`src/rtl/traffic_sequencer_pkg.sv`:
```
// Shared types and constants for the traffic-light sequencer.
package traffic_pkg;

    typedef enum logic [2:0] {MG, MY, AR1, WALK, CLR, SG, SY, AR2} phase_e;

    localparam logic [2:0] LIGHT_RED = 3'b100;
    localparam logic [2:0] LIGHT_YEL = 3'b010;
    localparam logic [2:0] LIGHT_GRN = 3'b001;

    localparam int LAST_NORMAL_DEF = 29;
    localparam int LAST_PED_DEF    = 33;

endpackage

```
`src/rtl/traffic_sequencer_if.sv`:
```
// Tick/request/decoder inputs and light outputs of the traffic sequencer.
interface traffic_sequencer_if;
    logic       tick;
    logic       ped_req;
    logic       enable;
    logic [5:0] counter;
    logic       ped_mode;
    logic [2:0] main_light;
    logic [2:0] side_light;
    logic       walk;

    modport slave (
        input  tick, ped_req, enable,
        output counter, ped_mode, main_light, side_light, walk
    );

    modport master (
        output tick, ped_req, enable,
        input  counter, ped_mode, main_light, side_light, walk
    );
endinterface

```
`src/rtl/traffic_sequencer_ped.sv`:
```
// Pedestrian request capture; TRAFFIC_PED_SYNC_EN adds a 2-flop input synchronizer.
module ped_request_latch (
    input  logic clk,
    input  logic rst_n,
    input  logic ped_req,
    input  logic wrap,
    output logic ped_load,
    output logic ped_pending
);
    logic ped_s;
    logic ped_pending_q, ped_pending_d;

`ifdef TRAFFIC_PED_SYNC_EN
    logic [1:0] sync_q, sync_d;

    always_comb begin
        sync_d = {sync_q[0], ped_req};
    end

    always_ff @(posedge clk or negedge rst_n) begin
        if (!rst_n) sync_q <= 2'b00;
        else        sync_q <= sync_d;
    end

    assign ped_s = sync_q[1];
`else
    assign ped_s = ped_req;
`endif

    // A request seen on the wrap tick goes straight into ped_mode, so pending is cleared, not set.
    always_comb begin
        ped_pending_d = ped_pending_q;
        if (wrap)       ped_pending_d = 1'b0;
        else if (ped_s) ped_pending_d = 1'b1;
    end

    always_ff @(posedge clk or negedge rst_n) begin
        if (!rst_n) ped_pending_q <= 1'b0;
        else        ped_pending_q <= ped_pending_d;
    end

    assign ped_load    = ped_pending_q | ped_s;
    assign ped_pending = ped_pending_q;
endmodule

```
`src/rtl/traffic_sequencer.sv`:
```
// Second counter and light phase machine; pedestrian sync selected by TRAFFIC_PED_SYNC_EN.
module traffic_sequencer
    import traffic_pkg::*;
#(
    parameter int LAST_NORMAL = LAST_NORMAL_DEF,
    parameter int LAST_PED    = LAST_PED_DEF
) (
    input logic               clk,
    input logic               rst_n,
    traffic_sequencer_if.slave bus
);
    logic [5:0] counter_q, counter_d;
    logic       ped_mode_q, ped_mode_d;
    logic       step_q, step_d;
    phase_e     phase_q, phase_d;
    logic [2:0] main_q, main_d;
    logic [2:0] side_q, side_d;
    logic       walk_q, walk_d;
    logic [5:0] last_cnt;
    logic       wrap;
    logic       ped_load;
    logic       ped_pending;

    assign last_cnt = ped_mode_q ? 6'(LAST_PED) : 6'(LAST_NORMAL);
    assign wrap     = bus.tick && (counter_q == last_cnt);

    ped_request_latch u_ped (
        .clk        (clk),
        .rst_n      (rst_n),
        .ped_req    (bus.ped_req),
        .wrap       (wrap),
        .ped_load   (ped_load),
        .ped_pending(ped_pending)
    );

    always_comb begin
        counter_d  = counter_q;
        ped_mode_d = ped_mode_q;
        step_d     = bus.tick;
        if (bus.tick) begin
            if (wrap) begin
                counter_d  = 6'd0;
                ped_mode_d = ped_load;
            end else begin
                counter_d = counter_q + 6'd1;
            end
        end
    end

    // SY is left at the wrap in a pedestrian cycle; the new cycle's mode may already be normal.
    always_comb begin
        phase_d = phase_q;
        if (step_q && bus.enable) begin
            case (phase_q)
                MG:      phase_d = MY;
                MY:      phase_d = AR1;
                AR1:     phase_d = ped_mode_q ? WALK : SG;
                WALK:    phase_d = CLR;
                CLR:     phase_d = SG;
                SG:      phase_d = SY;
                SY:      phase_d = (ped_mode_q || counter_q == 6'd0) ? MG : AR2;
                AR2:     phase_d = MG;
                default: phase_d = AR2;
            endcase
        end

        main_d = LIGHT_RED;
        side_d = LIGHT_RED;
        walk_d = 1'b0;
        case (phase_d)
            MG:      main_d = LIGHT_GRN;
            MY:      main_d = LIGHT_YEL;
            WALK:    walk_d = 1'b1;
            SG:      side_d = LIGHT_GRN;
            SY:      side_d = LIGHT_YEL;
            default: ;
        endcase
    end

    always_ff @(posedge clk or negedge rst_n) begin
        if (!rst_n) begin
            counter_q  <= 6'd0;
            ped_mode_q <= 1'b0;
            step_q     <= 1'b1;
            phase_q    <= AR2;
            main_q     <= LIGHT_RED;
            side_q     <= LIGHT_RED;
            walk_q     <= 1'b0;
        end else begin
            counter_q  <= counter_d;
            ped_mode_q <= ped_mode_d;
            step_q     <= step_d;
            phase_q    <= phase_d;
            main_q     <= main_d;
            side_q     <= side_d;
            walk_q     <= walk_d;
        end
    end

    assign bus.counter    = counter_q;
    assign bus.ped_mode   = ped_mode_q;
    assign bus.main_light = main_q;
    assign bus.side_light = side_q;
    assign bus.walk       = walk_q;
endmodule

```
`src/flat_wrapper.sv`:
```
// flat-port wrapper written by rule: the top's interface ports become plain ports
module traffic_sequencer_flat import traffic_pkg::*;
#(
    parameter int LAST_NORMAL = LAST_NORMAL_DEF,
    parameter int LAST_PED    = LAST_PED_DEF
)
  (clk, rst_n, bus_tick, bus_ped_req, bus_enable, bus_counter, bus_ped_mode, bus_main_light, bus_side_light, bus_walk);
  traffic_sequencer_if bus_i ();
  input logic clk;
  input logic rst_n;
  input wire logic [$bits(bus_i.tick)-1:0] bus_tick;
  input wire logic [$bits(bus_i.ped_req)-1:0] bus_ped_req;
  input wire logic [$bits(bus_i.enable)-1:0] bus_enable;
  output wire logic [$bits(bus_i.counter)-1:0] bus_counter;
  output wire logic [$bits(bus_i.ped_mode)-1:0] bus_ped_mode;
  output wire logic [$bits(bus_i.main_light)-1:0] bus_main_light;
  output wire logic [$bits(bus_i.side_light)-1:0] bus_side_light;
  output wire logic [$bits(bus_i.walk)-1:0] bus_walk;
  assign bus_i.tick = bus_tick;
  assign bus_i.ped_req = bus_ped_req;
  assign bus_i.enable = bus_enable;
  assign bus_counter = bus_i.counter;
  assign bus_ped_mode = bus_i.ped_mode;
  assign bus_main_light = bus_i.main_light;
  assign bus_side_light = bus_i.side_light;
  assign bus_walk = bus_i.walk;
  traffic_sequencer #(.LAST_NORMAL(LAST_NORMAL), .LAST_PED(LAST_PED)) u_core (.clk(clk), .rst_n(rst_n), .bus(bus_i));
endmodule
```
`config.mk`:
```
export PLATFORM = sky130hd
export DESIGN_NAME = traffic_sequencer_flat
export DESIGN_NICKNAME = d
export VERILOG_FILES = /design/src/rtl/traffic_sequencer_pkg.sv /design/src/rtl/traffic_sequencer_if.sv /design/src/rtl/traffic_sequencer_ped.sv /design/src/rtl/traffic_sequencer.sv /design/src/flat_wrapper.sv
export SDC_FILE = /design/constraint.sdc
export NUM_CORES = 1
export LEC_CHECK = 0
export BUFFER_PORTS_ARGS = -buffer_cell sky130_fd_sc_hd__buf_2
export CORE_MARGIN = 2
export CORE_UTILIZATION = 25
export CTS_CLUSTER_DIAMETER = 40
export DETAILED_ROUTE_END_ITERATION = 8
export GPL_TIMING_DRIVEN = 0
export HOLD_SLACK_MARGIN = 0.1
export PLACE_DENSITY_LB_ADDON = 0.05
export SLEW_MARGIN = 10
export SYNTH_ARGS = -nofsm -noshare
export SYNTH_HDL_FRONTEND = slang
export SYNTH_SLANG_ARGS = --single-unit
```
`constraint.sdc`:
```
create_clock -name clk -period 2.1 [get_ports clk]
set_clock_uncertainty 0.1 [all_clocks]
set_input_delay 0.42 -clock clk [delete_from_list [all_inputs] [get_ports clk]]
set_output_delay 0.42 -clock clk [all_outputs]
set_load 0.03 [all_outputs]
```
# ---- After elaboration in Yosys (flattened, before gate mapping)
# Index checks and enable logic that the tools add are counted.
# W data, S select, Z words.
dict set report word_totals {
  reg_bits 19
  elab_cells 41
}
dict set report op_classes {
  add_sub_neg 1
  n_eq_ne 12
  n_mux 11
  bitwise 1
  n_reduce_logical 8
}
# op count
set ops {}
lappend ops {{$pmux W3 S8} 1}
lappend ops {{$eq A3 B3 Y1 const B} 6}
lappend ops {{$mux W6} 2}
lappend ops {{$pmux W3 S2} 2}
lappend ops {{$eq A3 B2 Y1 const B} 3}
lappend ops {{$mux W3} 3}
lappend ops {{$add A6 B1 Y6 const B} 1}
lappend ops {{$eq A3 B1 Y1 const B} 2}
lappend ops {{$eq A6 B6 Y1} 1}
lappend ops {{$logic_not A3 Y1} 2}
lappend ops {{$logic_not A6 Y1} 1}
lappend ops {{$mux W1} 3}
lappend ops {{$logic_and A1 B1 Y1} 2}
lappend ops {{$reduce_and A2 Y1} 1}
lappend ops {{$reduce_bool A2 Y1} 1}
lappend ops {{$logic_or A1 B1 Y1} 1}
lappend ops {{$or A1 B1 Y1} 1}

# ---- Logic depth before layout (Yosys ltp)
dict set report depth {
  word_depth 7
  mapped_depth 6
}

# ---- Modules after synthesis
# Synthesis repeated with hierarchy kept, for this count alone.
dict set report unflattened {
  cells_unflattened 93
  area_unflattened_um2 957.2
}
# mod n_inst cells_per_inst area_per_inst_um2
set modules_own_cells {}
lappend modules_own_cells {traffic_sequencer 1 90 915.9}
lappend modules_own_cells {ped_request_latch 1 3 41.3}

# ---- Least setup slack after synthesis
# OpenSTA, ideal clock, no wires.
dict set report synth_timing {
  path_type {register to register}
  startpoint {register u_core.counter_q[2] (netlist: u_core.bus.counter[2])}
  endpoint {register u_core.counter_q[4] (netlist: u_core.bus.counter[4])}
  arrival_time_ps 1450
  t_required_ps 1882
  setup_slack_ps 432
  stages_incl_launch_ff 6
  path_buffers 1
  synth_period_minus_slack_ps 1668
  cell_sequence {dfrtp_1 > buf_6 > or3_4 > o22ai_4 > o21ai_2 > a21o_1}
}
dict set report synth_between {
  elab_chain_cells 3
}
# item line_no
set synth_lines {}
lappend synth_lines {{start, declared} traffic_sequencer.sv:12} ;# logic [5:0] counter_q, counter_d;
lappend synth_lines {{start signal, assigned} traffic_sequencer.sv:90} ;# counter_q <= counter_d;
lappend synth_lines {{branches (longest 2 deep; another with $add A6 B1 Y6)} -}
lappend synth_lines {{$mux W6 (*)} traffic_sequencer.sv:41} ;# if (wrap) begin
# Every way passes the cells marked *.
# A chain may end at the register's enable or synchronous reset.

# ---- Final worst setup path
dict set report layout_timing {
  startpoint {register u_core.counter_q[1] (netlist: u_core.bus.counter[1])}
  endpoint {register u_core.counter_q[4] (netlist: u_core.bus.counter[4])}
}
# Same word-level chain as after synthesis.

==> flow_summary.json <==
{
  "synth_area_leader_cell": "dfrtp_1",
  "io_pins": 19,
  "min_period_ns": 1.64,
  "cts.reportedPaths.clkPinSlew_ns": 0.08,
  "n_fill_cell": 420,
  "synth_area_sq_um": 988,
  "crit_path_start_kind": "register",
  "fmax_mhz": 609,
  "syn_nets": 110,
  "crit_type": "register to register",
  "start_util_pct": 26.4,
  "drt_iter0_drc": 59,
  "cts_tree": "built",
  "die_y_microns": 66.9,
  "ir_drop_v": 0.000513,
  "cts_made_buffers": 3,
  "ys_ff_latch": 19,
  "cts-root-buf": "clkbuf_8",
  "tns_ns": 0,
  "hold_viol_final": 0,
  "globalRouteOverflowTotal": 0,
  "gp_congestion": 0.750,
  "via_per_inst": 4.66,
  "grt.total_usage_pct": 11.0,
  "cp.required_ns": 2.15,
  "slew_viol_final": 0,
  "placed_area_sq_um": 1140,
  "outcome": "completed",
  "via_count": 806,
  "area_growth_pct": 20.9,
  "drt-total-wl_microns": 2150,
  "synth.area.top_cells": "dfrtp_1 33%, dfstp_2 16%, nand2_1 4.2%",
  "synthDistinctLibCells": 36,
  "drive_gt1_share_pct": 28.0,
  "die_x_microns": 66.9,
  "ant_nets": 0,
  "seq_area_frac_synth_pct": 48.9,
  "p_per_area_nw_per_um2": 1310,
  "worstSetupEndpointType": "register",
  "async_flop_share_pct": 100,
  "io_buffers": 18,
  "die-area_sq_um": 4470,
  "crit_arrival_ns": 1.70,
  "rsz0062_at_grt": "false",
  "grt_max_degree": 20,
  "grt_pass1_wl_microns": 3690,
  "synth-edff-count": 0,
  "setup_viol": 0,
  "yosysTopAreaCellShare_pct": 32.9,
  "route.detailed.drc": 0,
  "first_pass_iters": 4,
  "leakage_uw": 0.000550,
  "syn_inst": 102,
  "fin_area_sq_um": 1190,
  "relSlewSlack_pct": 71.5,
  "hold_class": "primary input to register",
  "insertion_delay_ns": 0.26,
  "finalCritPeriodShare_pct": 78.2,
  "ys_warn_count": 0,
  "row_count": 22,
  "syn_area_per_cell_sq_um": 9.69,
  "clockBufferDepth": 2,
  "crit_fanout": 6,
  "clock_sinks": 19,
  "layout_common_cells": "19 x buf_2, 13 x dfrtp_1, 11 x nand2_1, 9 x nor2_1, 7 x a21oi_1",
  "num_antenna_cells": 0,
  "core-area_sq_um": 3740,
  "grt_antenna_before_repair": 0,
  "fin_nets": 134,
  "ys.flop_type": "dfrtp_1",
  "tightest_slew_ns": 0.428,
  "hpwl_microns": 1560,
  "wire_per_inst_microns": 12.4,
  "hold_slack_ns": 0.183,
  "final_common_cell": "buf_2",
  "grt_pass1_vias": 772,
  "cts_max_level": 1,
  "drv_cap": 0
}
[layout make-up]
type / count / area, sq um / area share, %
Timing Repair Buffer: 19 / 100 / 8.38
Tap cell: 48 / 60.1 / 5.03
Multi-Input combinational cell: 74 / 459 / 38.4
Buffer: 5 / 31.3 / 2.62
Sequential cell: 19 / 483 / 40.4
Inverter: 4 / 15.0 / 1.26
Clock buffer: 3 / 41.3 / 3.46
Clock inverter: 1 / 5.00 / 0.419
[synthesized netlist by cell type (4+ instances only)]
cell,instances
a21oi_1,7
nand3_1,4
dfrtp_1,13
nor2_1,9
inv_1,4
nand2b_1,4
dfstp_2,6
nand2_1,11
nor3_1,4
[sequential cells by signal, indices dropped and copies added (netlist names)]
register and flops:
u_core.bus.counter 6, u_core.bus.main_light 3, u_core.bus.side_light 3, u_core.phase_q 3, u_core.bus.ped_mode 1, u_core.bus.walk 1, u_core.step_q 1, u_core.u_ped.ped_pending 1
[power by group]
| group | internal, uW | leakage [uW] | total (uW) | switching [uW] |
|---|---|---|---|---|
| clock | 132 | 0.0000255 | 262 | 130 |
| sequential | 505 | 0.000223 | 588 | 83.5 |
| combinational | 251 | 0.000301 | 711 | 460 |
[repair_timing]
action,in CTS,in global routing
hold buffers,1,0
buffers inserted,0,0
resized for setup,0,0
hold endpoints to repair,13,0
[final timing paths]
kind | startpoint | end | slack, ns | cells after the start
max in group asynchronous | rst_n | u_core.phase_q[1]$_DFF_PN1_ | 1.04 | 2
worst max register to register | u_core.bus.counter[1]$_DFFE_PN0P_ | u_core.bus.counter[4]$_DFFE_PN0P_ | 0.46 | 6
worst min-delay path | bus_tick | u_core.step_q$_DFF_PN1_ | 0.18 | 1
min in group asynchronous | rst_n | u_core.bus.walk$_DFF_PN0_ | 0.53 | 2
worst max-delay path | u_core.bus.counter[1]$_DFFE_PN0P_ | u_core.bus.counter[4]$_DFFE_PN0P_ | 0.46 | 6
worst min register to register | u_core.u_ped.ped_pending$_DFFE_PN0P_ | u_core.u_ped.ped_pending$_DFFE_PN0P_ | 0.40 | 2
[stage by stage]
step	util, %	worst slack, ns	total power (uW)	instances
CTS	31.9	0.453	1580	173
global placement	30.4	0.460	1310	168
finish	31.9	0.457	1560	173
detailed placement	30.4	0.469	1310	168
floorplan	-	0.432	1120	102
global route	31.9	0.324	1680	173
[critical path, cell delays in order (launching register included)]
cell and delay [ns]:
dfrtp_1 0.41, inv_1 0.10, ha_1 0.23, nand4b_1 0.17
o22ai_4 0.27, o21ai_2 0.09, a21o_1 0.17
[layer usage]
| metal | wire (microns) | up-vias | track usage (%) |
|---|---|---|---|
| li1 | - | 408 | - |
| met1 | 948 | 376 | 13.1 |
| met2 | 1070 | 20 | 18.3 |
| met3 | 107 | 2 | 3.55 |
| met4 | 17 | 0 | 4.34 |
| met5 | 0 | - | 0 |
[logic make-up (layout without fill, tap and decap cells)]
group	count (synthesis)	after routing	synth area share, %
muxes	1	1	1.01
xor gates and xnor gates	2	2	1.77
AOI/OAI and AO/OA	27	27	19.1
DFF	19	19	48.9
adders and majority gates	3	3	3.80
buffers and inverters	9	32	4.68
and+or+nand+nor	41	41	20.8
Note: power is estimated with default switching activity, not from simulation.
